File: src/rtl/r5p_bus_dma.sv
// r5p_bus_dma: single-channel word copy engine (read, buffer, write) on an r5p_bus initiator port.
// Define R5P_BUS_DMA_ALIGN_CHK_EN to reject misaligned src/dst instead of silently aligning them.
module r5p_bus_dma #(
    parameter int AW = 22,
    parameter int DW = 32,
    parameter int BW = DW/8,
    parameter int LW = 16
) (
    input  logic          clk,
    input  logic          rst,
    input  logic          start,
    input  logic [AW-1:0] src,
    input  logic [AW-1:0] dst,
    input  logic [LW-1:0] len,
    output logic          busy,
    output logic          done,
    output logic          err,
    output logic          bus_vld,
    output logic          bus_wen,
    output logic [AW-1:0] bus_adr,
    output logic [BW-1:0] bus_ben,
    output logic [DW-1:0] bus_wdt,
    input  logic [DW-1:0] bus_rdt,
    input  logic          bus_rdy
);
    typedef enum logic [1:0] {IDLE, RD, RDAT, WR} state_t;
    localparam logic [AW-1:0] LOW = AW'(BW-1);
    state_t st, st_n;
    logic [AW-1:0] sa, da;
    logic [LW-1:0] cnt;
    logic [DW-1:0] buff;
    logic done_q, err_q, acc, bad, xfer, last;
`ifdef R5P_BUS_DMA_ALIGN_CHK_EN
    assign bad = |((src | dst) & LOW);
`else
    assign bad = 1'b0;
`endif
    assign acc  = (st == IDLE) && start;
    assign xfer = bus_vld && bus_rdy;
    assign last = (st == WR) && xfer && (cnt == LW'(1));
    always_comb begin
        st_n = st;
        case (st)
            IDLE: st_n = (start && len != '0 && !bad) ? RD : IDLE;
            RD:   st_n = xfer ? RDAT : RD;
            RDAT: st_n = WR;
            WR:   st_n = xfer ? (last ? IDLE : RD) : WR;
            default: st_n = IDLE;
        endcase
    end
    always_ff @(posedge clk) begin
        if (rst) begin
            st     <= IDLE;
            sa     <= '0;
            da     <= '0;
            cnt    <= '0;
            buff   <= '0;
            done_q <= 1'b0;
            err_q  <= 1'b0;
        end else begin
            st     <= st_n;
            done_q <= (acc && (len == '0 || bad)) || last;
            err_q  <= acc && len != '0 && bad;
            // low bits are cleared unconditionally; with the check enabled they are already zero
            if (acc && len != '0 && !bad) begin
                sa  <= src & ~LOW;
                da  <= dst & ~LOW;
                cnt <= len;
            end
            if (st == RDAT) buff <= bus_rdt;
            if (st == WR && xfer) begin
                cnt <= cnt - LW'(1);
                sa  <= sa + AW'(BW);
                da  <= da + AW'(BW);
            end
        end
    end
    assign busy    = st != IDLE;
    assign done    = done_q;
    assign err     = err_q;
    assign bus_vld = (st == RD) || (st == WR);
    assign bus_wen = st == WR;
    assign bus_adr = (st == RD) ? sa : (st == WR) ? da : '0;
    assign bus_ben = bus_vld ? '1 : '0;
    assign bus_wdt = bus_wen ? buff : '0;
endmodule

File: config.mk
export PLATFORM = sky130hd
export DESIGN_NAME = r5p_bus_dma
export DESIGN_NICKNAME = d
export VERILOG_FILES = /design/src/rtl/r5p_bus_dma.sv
export SDC_FILE = /design/constraint.sdc
export NUM_CORES = 1
export LEC_CHECK = 0
export ABC_AREA = 1
export CAP_MARGIN = 20
export CELL_PAD_IN_SITES_DETAIL_PLACEMENT = 1
export CELL_PAD_IN_SITES_GLOBAL_PLACEMENT = 1
export CORE_MARGIN = 2
export CORE_UTILIZATION = 36
export DETAILED_ROUTE_END_ITERATION = 6
export PLACE_DENSITY = 0.91
export SYNTH_ARGS = -nofsm -noshare
export SYNTH_HDL_FRONTEND = slang
export SYNTH_SLANG_ARGS = --single-unit
File: constraint.sdc
create_clock -name clk -period 2.7 [get_ports clk]
set_clock_uncertainty 0.05 [all_clocks]
set_input_delay 0.54 -clock clk [delete_from_list [all_inputs] [get_ports clk]]
set_output_delay 0.54 -clock clk [all_outputs]
set_load 0.005 [all_outputs]
==> results.json, run 1 <==
{
  "outcome": "finished clean",
  "worst_r2r_startpoint": "sa[2]$_SDFFE_PP0P_",
  "worst_pin_slew_ns": 0.531,
  "startpoint": "st[1]$_SDFF_PP0_",
  "drt_iter0_drc": 392,
  "endpoint_kind": "output port",
  "start_util": 0.372,
  "cts_max_level": 3,
  "finalNetCount": 1143,
  "place_congestion": 0.862,
  "ant_nets": 0,
  "grt_pass1_vias": 6489,
  "yosysWarnings": 0,
  "cts-root-buf": "clkbuf_16",
  "ioPinCount": 159,
  "cp_data_required_time_ns": 2.11,
  "drt_wl_total_um": 20400,
  "reg2reg_slack_ns": 0.66,
  "routedWlPerCell_um": 16.2,
  "die_area_sq_um": 16900,
  "synthFlopType": "dfxtp_1",
  "maxSlewViolCount": 0,
  "setup-violations-final": 0,
  "fp.dieW_um": 130,
  "num_rows": 45,
  "clkTransAtPathRegs_ns": 0.06,
  "cts_buffers": 9,
  "holdBufCountCts": 0,
  "clock_latency_ns": 0.35,
  "p_sw_w": 0.00116,
  "cp.buffers_inverters": 2,
  "critPathKind": "register to output port",
  "synth_top_cell_area_share": 0.320,
  "synth_common_cells": "nand2_1 (198), nor2_1 (129), inv_1 (114), dfxtp_1 (91), nand3_1 (82)",
  "rsz0062_at_grt": "true",
  "cts_tree": "done",
  "area_growth_pct": 32.9,
  "cp_data_arrival_time_ns": 2.04,
  "via_count": 6475,
  "hpwl_um": 15000,
  "grtUsageTotal": 0.242,
  "ys_async_sr_fraction": 0,
  "hold_path.class": "register to register",
  "cts_setup_buffers": 0,
  "max_cap_viol_count": 0,
  "drc_errors": 0,
  "tns_ns": 0,
  "switching_share": 0.321,
  "final.min_clock_period_ns": 2.63,
  "slowest_stage": "clkdlybuf4s50_1",
  "syn-cell-area_sq_um": 5700,
  "yosysSeqAreaShare": 0.320,
  "hold_violations": 0,
  "io_buffer_count": 151,
  "worstSetupStartpointType": "register",
  "clockPowerShare": 0.338,
  "fmax_mhz": 381,
  "synth_seq_cells": 91,
  "cp_top_family": "buffers and inverters",
  "yosysMostFrequentCell": "nand2_1",
  "seqPwrFrac": 0.436,
  "yosysTopAreaCell": "dfxtp_1",
  "ir_drop_uv": 349,
  "synth_edf_count": 0,
  "critPathMaxStageDelay_ns": 0.55,
  "finalPower_w": 0.00361,
  "power_leakage_nw": 2.79,
  "firstDrtPassIters": 4,
  "synth.avg_cell_area_sq_um": 6.20,
  "stdcell_count": 1259,
  "die_y_um": 130,
  "grt_pass1_wl_um": 32100,
  "dp_cells": 1243,
  "hold_start": "buff[2]$_SDFFE_PP0N_",
  "comb_power_share": 0.226,
  "fillers": 2071,
  "period_share": 0.972,
  "power.internal_w": 0.00245,
  "clock_path_buffers": 2,
  "overflow": 0,
  "powerDensity_nw_per_um2": 476,
  "cp_cell_sequence": "inv_2 > nand2_2 > o22ai_1 > clkdlybuf4s50_1",
  "antenna_found_initial": 0,
  "slew_headroom": 0.643,
  "layout-drive-gt1-share": 0.0611,
  "crit_fanout": 17,
  "netlist_top_cells_area": "dfxtp_1 (32%), nand2_1 (13%), nor2_1 (8.5%)",
  "clkSinkCount": 91,
  "ys_types": 36,
  "coreArea_sq_um": 15300,
  "post_cts_resized": 1,
  "grt_max_degree": 57,
  "synth_cells": 920,
  "num_antenna_cells": 0,
  "final_util": 0.495,
  "vias_per_cell": 5.14
}
## cell type report
cell class / count / area, sq um / area share
inverter: 122 / 468 / 0.0618
clock inverter: 6 / 41.3 / 0.00545
clock buffer: 10 / 239 / 0.0315
multi-input combinational: 657 / 3110 / 0.411
tap: 211 / 264 / 0.0348
sequential: 91 / 1820 / 0.241
timing repair buffer: 162 / 1630 / 0.215
## path summary, 6_finish.rpt
kind | endpoint | cells past startpoint
max reg2reg | sa[16]$_SDFFE_PP0P_ | 9
min | buff[2]$_SDFFE_PP0N_ | 2
max | bus_adr[21] | 4
min reg2reg | buff[2]$_SDFFE_PP0N_ | 2
## sequential cells by signal, indices dropped and copies added, names as in the netlist
name  cells
da       20
sa       20
st        2
done      1
cnt      16
buff     32
## cell families (layout without fill, tap and decap cells)
family          after synthesis  after routing  share of synthesized area
xor+xnor                      4              4                    0.00615
simple gates                457            457                      0.352
other cells                   1              3                   0.000658
buf+inv                     174            300                      0.139
compound gates              189            189                      0.174
fa+ha+maj                     4              4                    0.00878
flops                        91             91                      0.320
## tightest hold or removal path: stages, from the launching register on
cell and delay, ns:
dfxtp_1 0.30, inv_1 0.06, a21oi_1 0.05
## cell usage in the layout (no fill, tap or decap), drive strengths merged, types with 4 or more instances in the layout
master	instances
ha	4
buf	11
nor3	11
nand4	15
dfxtp	91
o21ai	86
nor2	139
clkbuf	10
o22ai	18
inv	122
nand3	83
clkdlybuf4s50	151
nand2	205
a21oi	77
xor2	4
## layer usage
| layer | part of all wire | GRT usage | up-vias |
|---|---|---|---|
| met2 | 0.51 | 0.432 | 169 |
| li1 | - | - | 3197 |
| met5 | 0 | 0 | - |
| met3 | 0.052 | 0.0463 | 28 |
| met1 | 0.42 | 0.293 | 3081 |
| met4 | 0.021 | 0.0784 | 0 |
## stage by stage
stage | hold WS, ns | worst slack [ns] | cell area [sq um]
after floorplan | 0.380 | 1.07 | 5710
after global placement | 0.389 | 0.285 | 7280
after detailed placement | 0.394 | 0.257 | 7280
after CTS | 0.404 | 0.0148 | 7560
after global routing | 0.429 | -0.00988 | 7580
final | 0.402 | 0.0747 | 7580
## power groups by stage
stage          Sequential [W]  Clock (W)  Combinational (W)
2_1_floorplan         0.00156          0           0.000509
4_1_cts               0.00157    0.00125           0.000818
3_3_place_gp          0.00159          0           0.000781
6_report              0.00157    0.00122           0.000816
5_1_grt               0.00159    0.00130           0.000913
3_5_place_dp          0.00160          0           0.000810
Note: power is estimated with default switching activity, not from simulation.
==> inputs of run 2 (changes only) <==
--- a/config.mk
+++ b/config.mk
@@ -5,14 +5,13 @@
 export SDC_FILE = /design/constraint.sdc
 export NUM_CORES = 1
 export LEC_CHECK = 0
-export ABC_AREA = 1
 export CAP_MARGIN = 20
 export CELL_PAD_IN_SITES_DETAIL_PLACEMENT = 1
 export CELL_PAD_IN_SITES_GLOBAL_PLACEMENT = 1
 export CORE_MARGIN = 2
 export CORE_UTILIZATION = 36
 export DETAILED_ROUTE_END_ITERATION = 6
-export PLACE_DENSITY = 0.91
+export PLACE_DENSITY = 0.9
 export SYNTH_ARGS = -nofsm -noshare
 export SYNTH_HDL_FRONTEND = slang
 export SYNTH_SLANG_ARGS = --single-unit
==> run 2 against run 1 <==
Non-clock buffer count rose by 34. First-iteration DRC count fell by 28%. Die area fell by 14%. Register-to-register slack got worse by 0.23 ns. Power rose by 4.9%. Synthesized area fell by 14%. Sequential power barely moved. Cell count fell by 24%. Critical endpoint is now sa[6]$_SDFFE_PP0P_. Largest power group unchanged. Highest routed layer unchanged.
==> results.json, run 2 <==
{
  "cts_setup_buffers": 0,
  "final.min_clock_period_ns": 2.68,
  "die_area_sq_um": 14600,
  "synth_seq_cells": 91,
  "period_share": 0.993,
  "drt_wl_total_um": 17900,
  "antenna_found_initial": 0,
  "yosysSeqAreaShare": 0.372,
  "timing.rr.end": "da[20]$_SDFFE_PP0P_",
  "hpwl_um": 12900,
  "reg.largest.list": "buff x32, da x20, sa x20",
  "routedWlPerCell_um": 18.6,
  "coreArea_sq_um": 13300,
  "rsz0062_at_grt": "true",
  "ys_async_sr_fraction": 0,
  "worst_pin_slew_ns": 0.633,
  "synth_top_cell_area_share": 0.372,
  "yosysTopAreaCell": "dfxtp_1",
  "drc_errors": 0,
  "whs_endpoint": "buff[4]$_SDFFE_PP0N_",
  "final_common_cell": "clkdlybuf4s50_1",
  "synth_common_cells": "nand2_1 (105), dfxtp_1 (91), a21oi_1 (65), and3_1 (38), nor2_1 (38)",
  "slowest_stage": "or4_1",
  "slew_headroom": 0.578,
  "synthFlopType": "dfxtp_1",
  "io_buffer_count": 151,
  "largest_reg_flops": 32,
  "grt_max_degree": 51,
  "seqPwrFrac": 0.418,
  "crit_fanout": 12,
  "num_rows": 42,
  "power_leakage_nw": 2.59,
  "yosysWarnings": 0,
  "syn-cell-area_sq_um": 4900,
  "grt_pass1_wl_um": 28800,
  "hold_path.class": "register to register",
  "cts_max_level": 3,
  "ant_nets": 0,
  "p_sw_w": 0.00108,
  "fmax_mhz": 373,
  "outcome": "finished clean",
  "via_count": 5411,
  "cts_buffers": 9,
  "hold_start": "buff[4]$_SDFFE_PP0N_",
  "cp_data_required_time_ns": 2.89,
  "clock_latency_ns": 0.36,
  "clock_path_buffers": 2,
  "timing.final.ws_setup_ns": 0.0189,
  "endpoint_kind": "register",
  "worstSetupStartpointType": "input port",
  "regArea_sq_um": 1830,
  "cts_tree": "done",
  "clockPowerShare": 0.372,
  "comb_power_share": 0.210,
  "cts-root-buf": "clkbuf_16",
  "firstDrtPassIters": 4,
  "layout_common_cells": "clkdlybuf4s50_1 (150), nand2_1 (105), dfxtp_1 (89)",
  "critPathMaxStageDelay_ns": 0.62,
  "synth.avg_cell_area_sq_um": 7.87,
  "ioPinCount": 159,
  "reg2reg_slack_ns": 0.43,
  "ir_drop_uv": 300,
  "cp_cell_sequence": "clkdlybuf4s50_1 > or4_1 > buf_4 > o41ai_4 > buf_4 > nor2_1 > a2111oi_2",
  "grtUsageTotal": 0.246,
  "grt_pass1_vias": 5704,
  "max_cap_viol_count": 0,
  "power.internal_w": 0.00270,
  "path_common_cell": "buf_4",
  "synth_edf_count": 0,
  "vias_per_cell": 5.64,
  "cp_top_family": "buffers and inverters",
  "place_congestion": 0.823,
  "clkTransAtPathRegs_ns": 0.07,
  "start_util": 0.369,
  "cp.buffers_inverters": 3,
  "fillers": 1585,
  "overflow": 0,
  "rr_worst_depth": 6,
  "setup-violations-final": 0,
  "cp_data_arrival_time_ns": 2.87,
  "num_antenna_cells": 0,
  "switching_share": 0.286,
  "maxSlewViolCount": 0,
  "synth_cells": 623,
  "clkSinkCount": 91,
  "finalNetCount": 879,
  "final_util": 0.537,
  "fp.dieW_um": 121,
  "netlist_top_cells_area": "dfxtp_1 (37%), nand2_1 (8.0%), a21oi_1 (6.6%)",
  "hold_violations": 0,
  "ys_types": 54,
  "worst_r2r_startpoint": "st[0]$_SDFF_PP0_",
  "place_ws_ns": -0.356,
  "area_growth_pct": 45.6,
  "hold_ws_ns": 0.400,
  "layout-drive-gt1-share": 0.105,
  "multi_input_area_sq_um": 2820,
  "drt_iter0_drc": 281,
  "top_register": "buff",
  "powerDensity_nw_per_um2": 530,
  "critPathKind": "input port to register",
  "yosysMostFrequentCell": "nand2_1",
  "die_y_um": 121,
  "min_path_cells": 2
}
run 2: changes by cell type in the layout (fill, tap and decap cells not counted), moves of 19 or more:
cell | previous run | this run
and3_1 | 0 | 38
buf_4 | 8 | 39
inv_1 | 114 | 8
mux2i_1 | 0 | 19
nand2_1 | 197 | 105
nand3_1 | 82 | 28
nor2_1 | 129 | 38
nor2b_1 | 1 | 20
o21ai_0 | 69 | 4
run 2: cell type report:
cell class,count,share of cell area
inverters,8,0.00421
clock inverters,5,0.0119
multi-input cells,473,0.395
clock buffers,11,0.0340
flip-flops and latches,91,0.256
well taps,176,0.0309
repair buffers,196,0.268
run 2: repair_timing:
item                       in CTS  in global routing
hold buffers                    0                  0
gates resized for setup         1                  3
setup endpoints to repair       1                 12
run 2: worst max-delay path by stage:
| stage | cells after the start | endpoint | start | slack (ns) |
|---|---|---|---|---|
| 2_1_floorplan | 6 | da[15]$_SDFFE_PP0P_ | len[6] | 0.39 |
| 3_3_place_gp | 6 | da[2]$_SDFFE_PP0P_ | len[6] | -0.22 |
| 3_5_place_dp | 6 | da[2]$_SDFFE_PP0P_ | len[12] | -0.36 |
| 4_1_cts | 6 | da[2]$_SDFFE_PP0P_ | len[6] | 0.01 |
| 5_1_grt | 8 | cnt[3]$_SDFFE_PP0P_ | len[6] | -0.03 |
| 6_report | 7 | sa[6]$_SDFFE_PP0P_ | len[6] | 0.02 |
run 2: power groups by stage:
stage          clock network [W]  registers (W)  logic [W]
2_1_floorplan                  0        0.00155   0.000444
3_3_place_gp                   0        0.00159   0.000746
3_5_place_dp                   0        0.00161   0.000780
4_1_cts                  0.00144        0.00158   0.000791
5_1_grt                  0.00148        0.00159   0.000864
6_report                 0.00141        0.00158   0.000796
run 2: per-stage QoR:
step,TNS [ns],cell area [sq um],instances,power (W)
after CTS,0,7120,960,0.00380
after global placement,-8.18,6790,944,0.00234
final,0,7140,960,0.00378
after detailed placement,-10.73,6790,944,0.00239
after global routing,-0.0546,7140,960,0.00394
after floorplan,0,4910,625,0.00199
run 2: worst min-delay path, delay by kind of cell (launching register included):
kind	cells	cell delay, ns
and+or+nand+nor	1	0.05
AOI/OAI and AO/OA	1	0.05
DFF	1	0.30
run 2: per-layer routing:
metal	vias to the layer above	global-route usage	wire (um)
met1	2628	0.288	7490
li1	2561	-	-
met2	192	0.439	8870
met5	-	0	0
met4	0	0.0945	426
met3	30	0.0505	1100
run 2: logic make-up (layout without fill, tap and decap cells):
kind of cell | Yosys count | count (layout) | synth area share
compound gates | 146 | 146 | 0.204
xor+xnor | 3 | 3 | 0.00536
buf+inv | 61 | 220 | 0.0602
simple gates | 298 | 298 | 0.309
mux | 19 | 19 | 0.0388
fa+ha+maj | 4 | 4 | 0.0102
flops | 91 | 91 | 0.372
other cells | 1 | 3 | 0.000765
==> inputs of run 3 (changes only) <==
==> config.mk (replaced) <==
export PLATFORM = sky130hd
export DESIGN_NAME = r5p_bus_dma
export DESIGN_NICKNAME = d
export VERILOG_FILES = /design/src/rtl/r5p_bus_dma.sv
export SDC_FILE = /design/constraint.sdc
export NUM_CORES = 1
export LEC_CHECK = 0
export CAP_MARGIN = 20
export CELL_PAD_IN_SITES_DETAIL_PLACEMENT = 2
export CELL_PAD_IN_SITES_GLOBAL_PLACEMENT = 2
export CORE_MARGIN = 2
export CORE_UTILIZATION = 28
export DETAILED_ROUTE_END_ITERATION = 6
export PLACE_DENSITY = 0.9
export SETUP_SLACK_MARGIN = 0.02
export SYNTH_ARGS = -nofsm -noshare
export SYNTH_HDL_FRONTEND = slang
export SYNTH_SLANG_ARGS = --single-unit
==> constraint.sdc (replaced) <==
create_clock -name clk -period 3.5 [get_ports clk]
set_clock_uncertainty 0.05 [all_clocks]
set_input_delay 0.7 -clock clk [delete_from_list [all_inputs] [get_ports clk]]
set_output_delay 0.7 -clock clk [all_outputs]
set_load 0.005 [all_outputs]
==> run 3 against run 2 <==
Sequential power decreased by 23%. First-iteration DRC count decreased by 1.4%. Clock power fell by 26%. Core utilization shrank 13 points. Global-route usage shrank 4.1 points. Power fell by 25%. Setup slack better by 0.41 ns. Cell count is 2.0% higher. Critical path depth decreased by 3. Design area shrank 3.0%.
==> results.json, run 3 (synthesis results as in run 2) <==
{
  "grtUsageTotal": 0.205,
  "timing.final.ws_setup_ns": 0.429,
  "clkTransAtPathRegs_ns": 0.06,
  "start_util": 0.285,
  "coreArea_sq_um": 17200,
  "power.internal_w": 0.00203,
  "seqPwrFrac": 0.430,
  "drt_iter0_drc": 277,
  "grt_max_degree": 81,
  "ioPinCount": 159,
  "switching_share": 0.287,
  "post_cts_resized": 0,
  "via_count": 5170,
  "layout_common_cells": "clkdlybuf4s50_1 (150), nand2_1 (105), dfxtp_1 (89)",
  "grt_pass1_vias": 5668,
  "final_common_cell": "clkdlybuf4s50_1",
  "fp.dieW_um": 136,
  "cts_buffers": 9,
  "hold_violations": 0,
  "cp_cell_sequence": "buf_4 > mux2i_1 > nor2b_1 > clkdlybuf4s50_1",
  "rsz0062_at_grt": "false",
  "drt_wl_total_um": 18800,
  "drc_errors": 0,
  "cp_data_required_time_ns": 2.75,
  "top_register": "buff",
  "area_growth_pct": 41.3,
  "overflow": 0,
  "cts_setup_buffers": 0,
  "vias_per_cell": 5.28,
  "routedWlPerCell_um": 19.2,
  "cts-root-buf": "clkbuf_16",
  "holdBufCountCts": 0,
  "hold_path.class": "register to register",
  "critPathKind": "register to output port",
  "maxSlewViolCount": 0,
  "cp_data_arrival_time_ns": 2.32,
  "clkSinkCount": 91,
  "hpwl_um": 13400,
  "powerDensity_nw_per_um2": 411,
  "outcome": "finished clean",
  "setup-violations-final": 0,
  "place_ws_ns": 0.269,
  "slew_headroom": 0.353,
  "critPathMaxStageDelay_ns": 0.83,
  "worst_pin_slew_ns": 0.970,
  "num_rows": 48,
  "comb_power_share": 0.201,
  "cp_top_family": "flip-flops",
  "antenna_found_initial": 1,
  "grt_pass1_wl_um": 30200,
  "die_y_um": 136,
  "clock_path_buffers": 2,
  "power_leakage_nw": 2.43,
  "cts_max_level": 3,
  "die_area_sq_um": 18600,
  "io_buffer_count": 151,
  "p_sw_w": 0.000816,
  "clock_latency_ns": 0.35,
  "final_util": 0.403,
  "max_cap_viol_count": 0,
  "reg.largest.list": "buff x32, da x20, sa x20",
  "slowest_stage": "dfxtp_2",
  "largest_reg_flops": 32,
  "endpoint_kind": "output port",
  "crit_fanout": 26,
  "layout-drive-gt1-share": 0.0664,
  "reg2reg_slack_ns": 0.71,
  "ant_nets": 0,
  "cts_tree": "done",
  "place_congestion": 0.807,
  "worstSetupStartpointType": "register",
  "fmax_mhz": 326,
  "finalNetCount": 849,
  "cp.buffers_inverters": 2,
  "ir_drop_uv": 229,
  "final.min_clock_period_ns": 3.07,
  "period_share": 0.877,
  "firstDrtPassIters": 4,
  "tns_ns": 0,
  "clockPowerShare": 0.369
}
run 3: final timing paths:
check,start,endpoint,cells after the start
max,st[1]$_SDFF_PP0_,bus_adr[19],4
min,buff[27]$_SDFFE_PP0N_,buff[27]$_SDFFE_PP0N_,2
max reg2reg,st[1]$_SDFF_PP0_,cnt[3]$_SDFFE_PP0P_,7
min reg2reg,buff[27]$_SDFFE_PP0N_,buff[27]$_SDFFE_PP0N_,2
run 3: cell type report:
class | count | area (sq um)
Clock inverter | 1 | 30.0
Clock buffer | 14 | 284
Fill cell | 1941 | 10200
Inverter | 8 | 30.0
Timing Repair Buffer | 166 | 1670
Multi-Input combinational cell | 473 | 2810
Antenna cell | 1 | 2.50
Tap cell | 225 | 282
Sequential cell | 91 | 1820
run 3: worst min-delay path, cell delays in order, from the launching register on:
cell and delay [ns]:
dfxtp_1 0.30, nand2_1 0.05, a21oi_1 0.05
run 3: power by group through the flow:
stage	clock network [W]	logic [W]	registers (W)
2_1_floorplan	0	0.000343	0.00119
3_3_place_gp	0	0.000517	0.00125
3_5_place_dp	0	0.000551	0.00126
4_1_cts	0.00107	0.000558	0.00124
5_1_grt	0.00112	0.000628	0.00124
6_report	0.00105	0.000573	0.00122
run 3: stage by stage:
stage	hold slack [ns]	total power [W]	std cells	area (sq um)
after floorplan	0.382	0.00154	625	4910
after global routing	0.423	0.00299	979	6930
after global placement	0.387	0.00177	961	6580
after detailed placement	0.401	0.00181	962	6590
final	0.405	0.00284	979	6930
after CTS	0.410	0.00287	977	6900
run 3: per-layer routing:
metal,up-vias,track usage,wire (um)
li1,2490,-,-
met1,2525,0.255,8330
met2,132,0.361,9270
met3,23,0.0302,787
met4,0,0.0718,388
met5,-,0,0
